===== src/rtl/output_display_pkg.sv =====
// Shared types and constants for the CPU output-register display.
// Optional feature macro: OUTPUT_DISPLAY_SIGNED_EN (two's-complement value with minus sign).
package output_display_pkg;

  typedef enum logic {
    IDLE    = 1'b0,
    CONVERT = 1'b1
  } state_t;

  // gfedcba patterns for digits 0..9
  localparam logic [6:0] SEG_LUT [10] = '{
    7'h3F, 7'h06, 7'h5B, 7'h4F, 7'h66,
    7'h6D, 7'h7D, 7'h07, 7'h7F, 7'h6F
  };

  localparam logic [6:0] SEG_MINUS = 7'h40;

  localparam logic [2:0] SEL_ONES     = 3'b001;
  localparam logic [2:0] SEL_TENS     = 3'b010;
  localparam logic [2:0] SEL_HUNDREDS = 3'b100;

  localparam logic [2:0] LAST_STEP = 3'd7;

  // Double-dabble pre-shift correction: +3 on every BCD nibble >= 5.
  function automatic logic [11:0] dd_adjust(input logic [11:0] bcd);
    logic [11:0] r;
    r = bcd;
    for (int i = 0; i < 3; i++) begin
      if (r[i*4 +: 4] >= 4'd5) r[i*4 +: 4] = r[i*4 +: 4] + 4'd3;
    end
    return r;
  endfunction

endpackage


===== src/rtl/output_display_if.sv =====
// CPU-to-display bundle: output register and halt flag in, multiplexed
// segment drive, busy and FSM state out.
interface output_display_if;
  import output_display_pkg::*;

  logic [7:0] value;
  logic       halted;
  logic [6:0] seg;
  logic       dp;
  logic [2:0] digit_sel;
  logic       busy;
  state_t     state;

  // No handshake: value/halted are level inputs sampled every clk edge,
  // and every output is a continuously valid level.
  modport master (
    output value, halted,
    input  seg, dp, digit_sel, busy, state
  );

  modport slave (
    input  value, halted,
    output seg, dp, digit_sel, busy, state
  );
endinterface


===== src/rtl/output_display_seg7_decoder.sv =====
// Combinational BCD digit to 7-segment (gfedcba, active-high) decoder.
// Codes 10..15 blank the display.
module seg7_decoder
  import output_display_pkg::*;
(
  input  logic [3:0] digit,
  output logic [6:0] seg
);

  always_comb begin
    seg = 7'h00;
    case (digit)
      4'd0: seg = SEG_LUT[0];
      4'd1: seg = SEG_LUT[1];
      4'd2: seg = SEG_LUT[2];
      4'd3: seg = SEG_LUT[3];
      4'd4: seg = SEG_LUT[4];
      4'd5: seg = SEG_LUT[5];
      4'd6: seg = SEG_LUT[6];
      4'd7: seg = SEG_LUT[7];
      4'd8: seg = SEG_LUT[8];
      4'd9: seg = SEG_LUT[9];
      default: seg = 7'h00;
    endcase
  end

endmodule


===== src/rtl/output_display.sv =====
// Three-digit multiplexed display of the CPU output register: 8-cycle
// double-dabble conversion plus free-running digit scan. Macro: OUTPUT_DISPLAY_SIGNED_EN.
module output_display
  import output_display_pkg::*;
#(
  parameter int REFRESH_DIV = 1024
) (
  input  logic             clk,
  input  logic             reset,
  output_display_if.slave  bus
);

  localparam int PW = (REFRESH_DIV > 2) ? $clog2(REFRESH_DIV) : 1;
  localparam logic [PW-1:0] PRESC_MAX = PW'(REFRESH_DIV - 1);

  state_t        state_q, state_d;
  logic [7:0]    shown_q, shift_q, mag;
  logic [11:0]   bcd_q;
  logic [2:0]    iter_q;
  logic [3:0]    ones_q, tens_q, hund_q, digit_cur;
  logic [19:0]   dd_next;
  logic [PW-1:0] presc_q;
  logic [2:0]    sel_q;
  logic          halted_q;
  logic          load, step, done;
  logic [6:0]    seg_raw;

`ifdef OUTPUT_DISPLAY_SIGNED_EN
  logic sign_pend_q, sign_q;
  // -128 negates to itself, which reads correctly as unsigned 128
  assign mag = bus.value[7] ? (~bus.value + 8'd1) : bus.value;
`else
  assign mag = bus.value;
`endif

  assign dd_next = {dd_adjust(bcd_q), shift_q} << 1;

  always_comb begin
    state_d = state_q;
    load    = 1'b0;
    step    = 1'b0;
    done    = 1'b0;
    case (state_q)
      IDLE: begin
        if (bus.value != shown_q) begin
          load    = 1'b1;
          state_d = CONVERT;
        end
      end
      CONVERT: begin
        step = 1'b1;
        if (iter_q == LAST_STEP) begin
          done    = 1'b1;
          state_d = IDLE;
        end
      end
      default: state_d = IDLE;
    endcase
  end

  always_ff @(posedge clk or posedge reset) begin
    if (reset) state_q <= IDLE;
    else       state_q <= state_d;
  end

  always_ff @(posedge clk or posedge reset) begin
    if (reset) begin
      shown_q <= '0;
      shift_q <= '0;
      bcd_q   <= '0;
      iter_q  <= '0;
      ones_q  <= '0;
      tens_q  <= '0;
      hund_q  <= '0;
    end else if (load) begin
      shown_q <= bus.value;
      shift_q <= mag;
      bcd_q   <= '0;
      iter_q  <= '0;
    end else if (step) begin
      {bcd_q, shift_q} <= dd_next;
      iter_q           <= iter_q + 3'd1;
      // Digits only ever move here, so a partial result is never shown
      if (done) begin
        hund_q <= dd_next[19:16];
        tens_q <= dd_next[15:12];
        ones_q <= dd_next[11:8];
      end
    end
  end

`ifdef OUTPUT_DISPLAY_SIGNED_EN
  always_ff @(posedge clk or posedge reset) begin
    if (reset) begin
      sign_pend_q <= 1'b0;
      sign_q      <= 1'b0;
    end else begin
      if (load) sign_pend_q <= bus.value[7];
      if (done) sign_q      <= sign_pend_q;
    end
  end
`endif

  // Scan runs regardless of conversion activity
  always_ff @(posedge clk or posedge reset) begin
    if (reset) begin
      presc_q  <= '0;
      sel_q    <= SEL_ONES;
      halted_q <= 1'b0;
    end else begin
      halted_q <= bus.halted;
      if (presc_q == PRESC_MAX) begin
        presc_q <= '0;
        sel_q   <= {sel_q[1:0], sel_q[2]};
      end else begin
        presc_q <= presc_q + 1'b1;
      end
    end
  end

  always_comb begin
    digit_cur = ones_q;
    case (sel_q)
      SEL_TENS:     digit_cur = tens_q;
      SEL_HUNDREDS: digit_cur = hund_q;
      default:      digit_cur = ones_q;
    endcase
  end

  seg7_decoder u_dec (
    .digit (digit_cur),
    .seg   (seg_raw)
  );

`ifdef OUTPUT_DISPLAY_SIGNED_EN
  assign bus.seg = (sel_q == SEL_HUNDREDS && sign_q && hund_q == 4'd0) ? SEG_MINUS : seg_raw;
`else
  assign bus.seg = seg_raw;
`endif

  assign bus.dp        = halted_q & (sel_q == SEL_ONES);
  assign bus.digit_sel = sel_q;
  assign bus.busy      = (state_q == CONVERT);
  assign bus.state     = state_q;

endmodule


===== src/flat_wrapper.sv =====
// flat-port wrapper written by rule: the top's interface ports become plain ports
module output_display_flat import output_display_pkg::*;
#(
  parameter int REFRESH_DIV = 1024
)
  (clk, reset, bus_value, bus_halted, bus_seg, bus_dp, bus_digit_sel, bus_busy, bus_state);
  output_display_if bus_i ();
  input  logic clk;
  input  logic reset;
  input wire logic [$bits(bus_i.value)-1:0] bus_value;
  input wire logic [$bits(bus_i.halted)-1:0] bus_halted;
  output wire logic [$bits(bus_i.seg)-1:0] bus_seg;
  output wire logic [$bits(bus_i.dp)-1:0] bus_dp;
  output wire logic [$bits(bus_i.digit_sel)-1:0] bus_digit_sel;
  output wire logic [$bits(bus_i.busy)-1:0] bus_busy;
  output wire logic [$bits(bus_i.state)-1:0] bus_state;
  assign bus_i.value = bus_value;
  assign bus_i.halted = bus_halted;
  assign bus_seg = bus_i.seg;
  assign bus_dp = bus_i.dp;
  assign bus_digit_sel = bus_i.digit_sel;
  assign bus_busy = bus_i.busy;
  assign bus_state = bus_i.state;
  output_display #(.REFRESH_DIV(REFRESH_DIV)) u_core (.clk(clk), .reset(reset), .bus(bus_i));
endmodule

===== config.mk =====
export PLATFORM = sky130hd
export DESIGN_NAME = output_display_flat
export DESIGN_NICKNAME = d
export VERILOG_FILES = /design/src/rtl/output_display_pkg.sv /design/src/rtl/output_display_if.sv /design/src/rtl/output_display_seg7_decoder.sv /design/src/rtl/output_display.sv /design/src/flat_wrapper.sv
export SDC_FILE = /design/constraint.sdc
export NUM_CORES = 1
export LEC_CHECK = 0
export BUFFER_PORTS_ARGS = -buffer_cell sky130_fd_sc_hd__buf_4
export CAP_MARGIN = 30
export CORE_ASPECT_RATIO = 0.8
export CORE_MARGIN = 2
export CORE_UTILIZATION = 59
export DETAILED_ROUTE_END_ITERATION = 16
export PLACE_DENSITY = 0.83
export SLEW_MARGIN = 20
export SYNTH_ARGS = -nofsm -noshare
export SYNTH_HDL_FRONTEND = slang
export SYNTH_SLANG_ARGS = --single-unit

===== constraint.sdc =====
create_clock -name clk -period 6.8 [get_ports clk]
set_input_delay 1.36 -clock clk [delete_from_list [all_inputs] [get_ports clk]]
set_output_delay 1.36 -clock clk [all_outputs]
set_load 0.01 [all_outputs]

* After elaboration in Yosys (flattened, before gate mapping)
Memory sizes are Yosys's and may differ from the RTL's.
Cells that the tools add are included.
** Storage, ports and cells
- Register bits after elaboration :: 58
- Memory bits (read-only) :: 112
- Input port bits :: 11
- Output and inout bits :: 13
- Memories kept :: 1
** Memory list
- (no name shown) :: words 16, bits a word 7, rd ports 1, clocked after memory_dff 0, wr ports 0, line output_display_seg7_decoder.sv:12 : case (digit)
** Cells by class
- Add/subtract/negate cells :: 5
- $lt $le $gt $ge :: 3
- Eq/ne operators :: 6
- Multiplexer cells :: 18
- Bitwise operators :: 3
- Reduce and logical (&&, ||, !) cells :: 2
** Operator list (count)
- 12-bit 2-to-1 mux :: 2
- 8-bit 2-to-1 mux :: 2
- 4-bit by 3-bit >= comparator with 1-bit output (second input constant) :: 3
- 10-bit by 1-bit adder with 10-bit output (second input constant) :: 1
- 10-bit equality test (second input constant) :: 1
- 10-bit 2-to-1 mux :: 1
- 3-bit 2-to-1 mux :: 3
- 4-bit by 2-bit adder with 4-bit output (second input constant) :: 2
- 4-bit 2-to-1 mux :: 2
- 8-bit != test :: 1
- 4-bit case mux with 2 select lines :: 1
- 3-bit equality test (second input constant) :: 2
- 1-bit 2-to-1 mux :: 6
- 3-bit by 1-bit adder with 3-bit output (second input constant) :: 1
- 3-bit by 2-bit adder with 3-bit output (second input constant) :: 1
- 3-bit by 1-bit equality test with 1-bit output (second input constant) :: 1
- 3-bit by 2-bit equality test with 1-bit output (second input constant) :: 1
- 3-bit AND reduction :: 1
- 1-bit inverter :: 2
- 1-bit case mux with 2 select lines :: 1
- 2-bit nonzero test :: 1
- 1-bit AND :: 1

* Depth between registers and ports, before layout
- Word-level depth :: 5
- Gate-level depth with buffers :: 9
- Depth with buffers taken out :: 8

* Hierarchy
Synthesis repeated with hierarchy kept, for this count alone.
** Second synthesis, totals
- Cell total of the unflattened synthesis :: 259
- Area total of the unflattened synthesis :: 2966.6 sq um
** By module, submodules not included
- output_display :: instances 1, cells each 231, area an instance 2747.6 sq um, sequential area each 1452.6 sq um
- seg7_decoder :: instances 1, cells each 28, area an instance 219.0 sq um, sequential area each 0.0 sq um

* Worst setup path after synthesis
OpenSTA, ideal clock, no wires.
- Path type :: reg2out
- Start point :: register u_core.sel_q[0] (netlist: u_core.bus.digit_sel[0])
- End point :: output bus_seg[1]
- Arrival time :: 1.962 ns
- Required time :: 5.440 ns
- Path slack :: 3.478 ns
- Cell stages (with the launch flop) :: 8
- Path through :: dfstp_2 buf_4 inv_2 o221ai_1 inv_1 ha_1 o21a_1 a21oi_1
** Between the ends
- Word-level cells in the longest chain between the ends :: 3
- Elaborated cells on any way between the ends :: 4
** Ends and longest elaborated chain
- start, declared :: line output_display.sv:23 : logic [2:0] sel_q;
- start signal, assigned :: line output_display.sv:114 : sel_q <= {sel_q[1:0], sel_q[2]};
- 3-bit equality test or 3-bit by 2-bit equality test with 1-bit output (tied branches) :: line output_display.sv:123 : case (sel_q)
- 4-bit case mux with 2 select lines (*) :: line output_display.sv:123
- memory 16 x 7 bit (*)
- end, declared :: line flat_wrapper.sv:12 : output wire logic [$bits(bus_i.seg)-1:0] bus_seg;
Every way passes the cells marked *; elsewhere a longest branch is shown, timed or not.

* Final worst setup path
- Start point :: register u_core.sel_q[2] (netlist: u_core.bus.digit_sel[2])
- End point :: output bus_seg[1]
Same word-level chain as after synthesis.

==> summary.md <==
Clock network
• root cell of the clock tree: clkbuf_8
• count of buffers added by post-CTS timing repair for setup: 0
• CTS tree: built
• CTS Buf Count: 9
• Clock Sinks: 58
• worst-skew pair later-pin latency: 0.33 ns
• count of cells resized by post-cts repair: 0
• CTS max path bufs: 2
• Hold-fix buffers, CTS: 0
• CTS HTree Levels: 3
• clock-pin slew on the worst setup and hold paths: 0.07 ns

Min path
• type of the worst min-delay path: flip-flop to flip-flop

Power
• Switching Fraction: 0.3530
• leakage: 0.001594 uW
• switching power: 543.6 uW
• worst vdd rail ir drop: 0.2591 mV
• total power of the final layout: 1540 uW
• Clk network pwr share: 0.210
• share of power burned in registers: 0.369
• power per standard cell area: 449.2 mW/mm2
• fraction of power consumed by combinational cells: 0.420
• design internal power: 996.4 uW

Routing
• routed vias/inst: 5.824
• via total after detailed routing: 2120
• remaining design rule violation count: 0
• top layer used by detailed routing: met4
• remaining antenna violation count: 0
• routed length on met2: 2481 um
• wire length on met1: 2531 um
• total length of routed wires: 5335 um
• Routed WL per cell: 14.66 um
• met3 routed wirelength: 261 um
• iteration-0 DRC count of the detailed router: 171
• First-pass DRT Iterations: 5

GRT
• first-pass GRT wire length: 9101 um
• via count of the first global-routing pass: 1923
• pin count of the biggest net entering global routing: 59
• total track usage: 0.2054
• Remaining Overflow, GRT: 0
• antenna violations before repair: 0

Synthesis
• Yosys top cell area share: 0.4720
• share of the synthesized area in compound gates (AO/OA/AOI/OAI): 0.1607
• xor/xnor cell area share of the yosys netlist: 0.05507
• share of synthesized cell area in full adder, half adder and majority cells: 0.06211
• cells after synthesis: 273
• sequential fraction of the synthesis area: 0.4807
• cell taking the most area after synthesis: dfrtp_1
• most numerous cell types in the synthesized netlist: dfrtp_1, inv_1, nand2_1
• number of synthesized flops with an enable pin: 0
• Avg Inst Size Synth: 11.07 um2
• basic-gate share of the synthesized area counting and, or, nand and nor cells: 0.09731
• main combinational cell family by area after synthesis: compound AO/OA/AOI/OAI gates
• async set-or-reset flop fraction in the synthesized netlist: 1.000
• Synth Cell Area: 0.003022 mm2
• number of distinct standard cells referenced by the synthesized netlist: 45
• count of synthesis-stage warnings from yosys: 0
• ranking of synthesized cells by area: dfrtp_1, ha_1, mux2_2
• most frequent cell after synthesis: dfrtp_1
• register bit total from synthesis: 58
• post-synthesis mux area share: 0.09068
• post-synthesis net count: 299
• most frequently used flop master after synthesis: dfrtp_1

Run status
• run status: finished, final reports clean

Setup path
• largest fanout on the critical path: 16
• required time of the worst setup path: 5.44 ns
• critical path class: flip-flop to primary output
• kind of start point of the critical path: flip-flop
• type of destination of the critical path: primary output
• data arrival at the endpoint of the critical path: 2.56 ns

Placed design
• count of input and output buffers: 23
• placer's final routability congestion estimate: 0.8606
• sum of net half-perimeters after detailed placement: 3579 um

Cells and area
• final layout net count: 323
• antenna cells: 0
• share of layout cells above drive strength 1: 0.2219
• signed area change from the synthesized netlist to the final layout: 13.46%
• Core Util, Final: 0.6886
• Fill cells: 388

Timing
• Hold Violations, Final: 0
• post-layout minimum cycle time: 3.920 ns
• RSZ-0062 raised after global routing: no
• Slew Viols, Final: 0
• final-report setup violation count: 0
• worst-margin pin slew: 0.7155 ns
• Max-Slew Margin vs Limit: 0.5204
• f_max: 0.2551 GHz
• final cycle utilization of the critical path: 0.5765
• Worst Skew: 0.005769 ns
• accumulated negative setup slack: 0 ns

Floorplan
• die outline width: 84.01 um
• standard-cell row count: 23
• die height: 68.01 um
• die area: 0.005714 mm2
• initial core utilization: 0.6069
• I/O pin cnt: 24
• floorplan core area: 0.004979 mm2

Flow run
• total of max-cap violations: 0

## cell usage in the layout (no fill, tap or decap), types with 2 or more instances in the layout
cell type and instances:
a22o_1 13, o21ai_1 2, dfrtp_1 57, nand3_1 6
mux2i_1 6, a222oi_1 7, inv_2 4, buf_4 25
ha_1 15, o32a_1 2, nand2b_1 6, clkbuf_8 11
o22ai_1 6, xnor2_1 14, and4_1 2, o21a_1 2
mux2_1 3, mux2_2 16, inv_1 18, xor2_1 5
nor2_1 13, o21ai_0 11, a21oi_1 11, clkinvlp_4 2
nor2b_1 2, nand4_1 2, nor3b_1 4, nand2_1 17
## power by group through the flow
stage          Combinational [uW]  Clock, uW  Sequential, uW
2_1_floorplan                 511          0             541
3_3_place_gp                  608          0             577
3_5_place_dp                  631          0             583
4_1_cts                       636        333             578
5_1_grt                       731        347             582
6_report                      648        324             568
## registers in the layout, summed over array words and instances (netlist names)
signal,count
u_core.ones_q,4
u_core.hund_q,4
u_core.iter_q,3
u_core.bus.busy,1
u_core.halted_q,1
u_core.shift_q,8
u_core.bus.digit_sel,3
u_core.shown_q,8
u_core.bcd_q,12
u_core.presc_q,10
u_core.tens_q,4
## worst paths after layout
path,start,slack (ns),cells past startpoint,endpoint
max,u_core.bus.digit_sel[2],2.88,8,bus_seg[1]
min,u_core.presc_q[9],0.47,1,u_core.presc_q[9]
max reg2reg,u_core.presc_q[0],4.83,5,u_core.bus.digit_sel[2]
min reg2reg,u_core.presc_q[9],0.47,1,u_core.presc_q[9]
max in group asynchronous,reset,5.10,3,u_core.ones_q[2]
min in group asynchronous,reset,1.22,3,u_core.bcd_q[7]
## routing by layer
layer / global-route usage / up-vias
met1: 0.2867 / 1040
li1: - / 1026
met2: 0.3130 / 45
met5: 0 / -
met4: 0.06452 / 0
met3: 0.06152 / 9
## through the flow
step / setup WS [ns] / cells / instance area (um2) / hold slack (ns)
5_1_grt: 2.614 / 364 / 3428 / 0.5246
4_1_cts: 2.871 / 363 / 3413 / 0.4841
2_1_floorplan: 3.478 / 273 / 3022 / 0.4391
3_3_place_gp: 3.377 / 347 / 3208 / 0.4602
6_report: 2.880 / 364 / 3428 / 0.4750
3_5_place_dp: 3.252 / 347 / 3208 / 0.4719
## critical path: stages (launching register included)
cell and delay [ns]:
dfrtp_1 0.54, nand2b_1 0.26, o32a_1 0.30, o221ai_1 0.22, inv_1 0.14, ha_1 0.34, o21a_1 0.19, a21oi_1 0.12
buf_4 0.14
## area by class of cell
class | count | area [um2] | area share
Sequential cell | 58 | 1453 | 0.4237
Multi-Input combinational cell | 180 | 1408 | 0.4106
Timing Repair Buffer | 26 | 202.7 | 0.05912
Clock buffer | 12 | 155.1 | 0.04526
Inverter | 22 | 82.58 | 0.02409
Tap cell | 62 | 77.57 | 0.02263
Clock inverter | 4 | 50.05 | 0.01460
## kinds of logic after synthesis
logic type | count (synthesis)
compound gates | 64
xor+xnor | 19
fa+ha+maj | 15
buf+inv | 35
flops | 58
mux | 25
simple gates | 57
No activity file was read; power rests on OpenSTA's default activity.
